$ cat src/rtl/noc_inject_buffer.sv
// Injection-side elastic FIFO between a PE and a mesh router's local port.
// Flits whose destination falls outside the mesh are consumed and counted but not stored.
module noc_inject_buffer #(
    parameter int X           = 4,
    parameter int Y           = 4,
    parameter int x_size      = 2,
    parameter int y_size      = 2,
    parameter int data_width  = 240,
    parameter int total_width = x_size + y_size + data_width,
    parameter int DEPTH       = 4,
    parameter int ADDR_W      = $clog2(DEPTH)
) (
    input  logic                   clk,
    input  logic                   rst,
    input  logic [total_width-1:0] s_data,
    input  logic                   s_valid,
    output logic                   s_ready,
    output logic [total_width-1:0] m_data,
    output logic                   m_valid,
    input  logic                   m_ready,
    output logic [ADDR_W:0]        occupancy,
    output logic [31:0]            accepted_count,
    output logic [31:0]            forwarded_count,
    output logic [31:0]            drop_count,
    output logic [31:0]            stall_cycles,
    output logic                   dest_err
);

    logic [total_width-1:0] r_mem [DEPTH];
    logic [ADDR_W-1:0]      r_wr_ptr, r_rd_ptr;
    logic [ADDR_W:0]        r_occ;
    logic [31:0]            r_acc, r_fwd, r_drop, r_stall;
    logic                   r_dest_err;

    logic [x_size-1:0] w_dx;
    logic [y_size-1:0] w_dy;
    logic              w_legal, w_push, w_wr, w_rd, w_stall;

    assign w_dx    = s_data[x_size-1:0];
    assign w_dy    = s_data[x_size+y_size-1:x_size];
    assign w_legal = (32'(w_dx) < X) && (32'(w_dy) < Y);

    // Full/empty come only from registered occupancy, never from the handshake inputs.
    assign s_ready = (r_occ != (ADDR_W+1)'(DEPTH));
    assign m_valid = (r_occ != '0);
    assign m_data  = r_mem[r_rd_ptr];

    assign w_push  = s_valid & s_ready;
    assign w_wr    = w_push & w_legal;
    assign w_rd    = m_valid & m_ready;
    assign w_stall = s_valid & ~s_ready;

    always_ff @(posedge clk or posedge rst) begin
        if (rst) begin
            for (int i = 0; i < DEPTH; i++) r_mem[i] <= '0;
            r_wr_ptr   <= '0;
            r_rd_ptr   <= '0;
            r_occ      <= '0;
            r_acc      <= '0;
            r_fwd      <= '0;
            r_drop     <= '0;
            r_stall    <= '0;
            r_dest_err <= 1'b0;
        end else begin
            if (w_wr) begin
                r_mem[r_wr_ptr] <= s_data;
                r_wr_ptr        <= r_wr_ptr + ADDR_W'(1);
            end
            if (w_rd) begin
                r_rd_ptr <= r_rd_ptr + ADDR_W'(1);
                r_fwd    <= r_fwd + 32'd1;
            end
            case ({w_wr, w_rd})
                2'b10:   r_occ <= r_occ + (ADDR_W+1)'(1);
                2'b01:   r_occ <= r_occ - (ADDR_W+1)'(1);
                default: r_occ <= r_occ;
            endcase
            if (w_push) r_acc <= r_acc + 32'd1;
            if (w_push && !w_legal) begin
                r_drop     <= r_drop + 32'd1;
                r_dest_err <= 1'b1;
            end
            // Stall counter saturates instead of wrapping.
            if (w_stall && (r_stall != 32'hFFFF_FFFF)) r_stall <= r_stall + 32'd1;
        end
    end

    assign occupancy       = r_occ;
    assign accepted_count  = r_acc;
    assign forwarded_count = r_fwd;
    assign drop_count      = r_drop;
    assign stall_cycles    = r_stall;
    assign dest_err        = r_dest_err;

endmodule

$ cat config.mk
export PLATFORM = sky130hd
export DESIGN_NAME = noc_inject_buffer
export DESIGN_NICKNAME = d
export VERILOG_FILES = /design/src/rtl/noc_inject_buffer.sv
export SDC_FILE = /design/constraint.sdc
export NUM_CORES = 2
export LEC_CHECK = 0
export BUFFER_PORTS_ARGS = -buffer_cell sky130_fd_sc_hd__buf_2
export CAP_MARGIN = 25
export CORE_MARGIN = 2
export CORE_UTILIZATION = 55
export DETAILED_ROUTE_END_ITERATION = 8
export GPL_TIMING_DRIVEN = 1
export PLACE_DENSITY = 0.76
export SETUP_SLACK_MARGIN = 0.3
export SKIP_LAST_GASP = 1
export SYNTH_ARGS = -nofsm -noshare
export SYNTH_HDL_FRONTEND = slang
export SYNTH_SLANG_ARGS = --single-unit
$ cat constraint.sdc
create_clock -name clk -period 75.2 [get_ports clk]
set_clock_uncertainty 0.15 [all_clocks]
set_input_delay 3.76 -clock clk [delete_from_list [all_inputs] [get_ports clk]]
set_output_delay 3.76 -clock clk [all_outputs]
set_load 0.01 [all_outputs]
==> impl_metrics.tcl <==
set metrics [dict create \
    dr.pass1.iters 8 \
    drt-initial-drc-count 1471 \
    vias_per_cell 5.84 \
    drc_errors 0 \
    grt.total_usage 0.251 \
    synth.distinct_cells 45 \
    finalCritPeriodShare 0.107 \
    p_leak_nw 25.3 \
    synthMuxAreaShare 0.359 \
    finalSetupTns_ps 0 \
    maxCapViolCount 0 \
    cp-end-kind "primary output" \
    final_core_util 0.640 \
    synth_top_area_frac 0.562 \
    busiest_layer "met2" \
    dr_total_vias 27287 \
    numCtsBuffers 110 \
    synth_top_cell_by_area "dfrtp_1" \
    drive_gt1_frac 0.584 \
    vdd_drop_max_mv 0.0362 \
    dp_hpwl_mm 73.0 \
    yosys.area_share.xor_xnor 0.0177 \
    power_mw 2.69 \
    yosys.area_share.simple 0.0226 \
    critPathMaxStageDelay_ps 990 \
    ant_nets 0 \
    startpoint_type "flip-flop" \
    status "complete, no violations" \
    synth_top_family_by_area "multiplexers" \
    arrival_ps 4110 \
    initial_core_util 0.554 \
    power-per-cell-area_nw_per_um2 48.5 \
    cts.path.max_buffers 3 \
    cts_tree "done" \
    maxSlewHeadroom 0.171 \
    cp_common_cell "buf_4" \
    post_drt_wl_per_cell_um 24.0 \
    dp.cells 4438 \
    synthAdderAreaFrac 0.00250 \
    design.core.area_um2 86600 \
    path_clk_slew_ps 60 \
    crit_chain "buf_4 > buf_16 > buf_4 > mux4_2 > buf_2" \
    syn_inst 2823 \
    h-tree-depth 3 \
    wl_mm 112 \
    grt_start_max_net_pins 175 \
    die-area_um2 89700 \
    timing.hold.ws_ps 324 \
    area_delta_synth_final_pct 15.5 \
    rsz0062_at_grt "no" \
    async_flop_share 1.00 \
    root_buffer "clkbuf_16" \
    required_ps 71290 \
    synth-seq-area-share 0.562 \
    worst-path-buf-inv 4 \
    postCtsSetupRepairBufs 0 \
    synthTopCellsByArea "dfrtp_1 56%, mux2_2 18%, mux4_2 11%" \
    cp_slowest_cell "dfrtp_4" \
    insertion_delay_ps 680 \
    cts_sinks 1079 \
    setup_viol 0 \
    grtUsageMet2 0.417 \
    synth-seq-cells 1079 \
    fmax_mhz 125 \
    crit_family "buffers and inverters" \
    synth_compound_area_frac 0.00156 \
    synth.avg_cell_area_um2 17.0 \
    hp-class "reg2reg" \
    ctsResizeCount 0 \
    crit_path_max_fanout 47 \
    fp.dieW_um 299 \
    yosys_warnings 0 \
    syn_area_um2 48000 \
    hold_buffers 0 \
    die_h_um 299 \
    hold_viol_final 0 \
    io_buffers 592 \
    min_period_ps 8020 \
    layout_setup_ws_ps 67180 \
    fin_cells 4676 \
    num-nets-final 3660 \
    grt_util_met1 0.309 \
    placementRows 108 \
    post-place-ws_ps 67550 \
    dpl-instance-area_um2 51300 \
    grt_pass1_wl_mm 176 \
    synth_edf_count 0 \
    ios 626 \
    ys.flop_type "dfrtp_1" \
    stdcell_area_um2 55400 \
    gp_congestion 0.892 \
    grt-ovfl-total 0 \
    antenna_found_initial 55 \
    use_met3 0.0729 \
    grt_pass1_vias 30212 \
    path_class "reg2out" \
    drv_slew 0 \
    worst_pin_slew_ps 1240 \
]
-- cell families after synthesis --
logic type,Yosys count
muxes,1222
DFF,1079
buffers and inverters,208
and+or+nand+nor,196
xor gates and xnor gates,97
AOI/OAI and AO/OA,11
adders and majority gates,9
other,1
-- path summary, 6_finish.rpt --
kind / startpoint / to / slack [ps] / cells past startpoint
min in group asynchronous: rst / r_mem[467] / 2850 / 2
max reg2reg: occupancy[2] / r_mem[763] / 70740 / 7
min: accepted_count[31] / accepted_count[31] / 320 / 1
max: r_rd_ptr[1] / m_data[59] / 67180 / 5
min reg2reg: accepted_count[31] / accepted_count[31] / 320 / 1
max in group asynchronous: rst / r_mem[293] / 69490 / 5
-- metal layers --
metal | share of wire | up-vias
li1 | - | 11619
met1 | 0.39 | 14579
met2 | 0.50 | 799
met3 | 0.072 | 240
met4 | 0.035 | 50
met5 | 0.0031 | -
-- power breakdown --
part / internal [mW] / total (mW) / switching (mW) / leakage [nW]
sequential: 0.859 / 1.02 / 0.164 / 13.0
combinational: 0.623 / 1.09 / 0.471 / 10.5
clock: 0.346 / 0.573 / 0.227 / 1.88
-- layout by cell type (no fill, tap or decap), drive strengths merged, types with 2 or more instances in the layout --
master | synthesis | layout
dfrtp | 1079 | 1079
mux2 | 977 | 977
buf | 177 | 632
mux4 | 244 | 244
clkbuf | 19 | 152
xnor2 | 69 | 69
nand2 | 51 | 51
nand3 | 35 | 35
diode | 0 | 33
conb | 1 | 33
nand4 | 29 | 29
xor2 | 28 | 28
nor2 | 27 | 27
clkinv | 0 | 22
and3 | 15 | 15
bufinv | 0 | 15
inv | 12 | 14
nor3 | 10 | 10
and4 | 9 | 9
ha | 8 | 8
nor4 | 7 | 7
clkinvlp | 0 | 6
and2 | 4 | 4
o21ai | 3 | 3
a31oi | 3 | 3
or2 | 2 | 2
or4 | 2 | 2
a21oi | 2 | 2
-- sequential cells by signal (all words and copies together) (netlist names) --
signal	count
accepted_count	32
forwarded_count	32
occupancy	3
r_mem	976
r_rd_ptr	2
r_wr_ptr	2
stall_cycles	32
-- worst register-to-register path, stage by stage (launching register included) --
cell,delay [ps]
dfrtp_1,540
or3b_4,450
and2_1,200
buf_4,230
nand2_8,400
buf_4,830
buf_4,1010
mux2_2,520
-- synthesized netlist by cell type (12+ instances only) --
master / instances
nand3_1: 35
clkbuf_1: 19
inv_1: 12
mux2_4: 200
mux4_2: 244
buf_4: 82
dfrtp_1: 1079
mux2_2: 766
buf_12: 22
nand2_1: 47
nor2_1: 27
xnor2_1: 69
and3_1: 15
nand4_1: 29
buf_6: 13
buf_2: 31
xor2_1: 28
buf_1: 26
-- final cells by class --
type,instances,area (um2)
antenna,33,82.6
clock buffer,152,3180
clock inverter,45,649
fill,6033,31200
inverter,12,52.6
multi-input combinational,1568,19500
sequential,1079,27000
tap,1155,1450
timing repair buffer,632,3480
No activity file was read; power rests on OpenSTA's default activity.
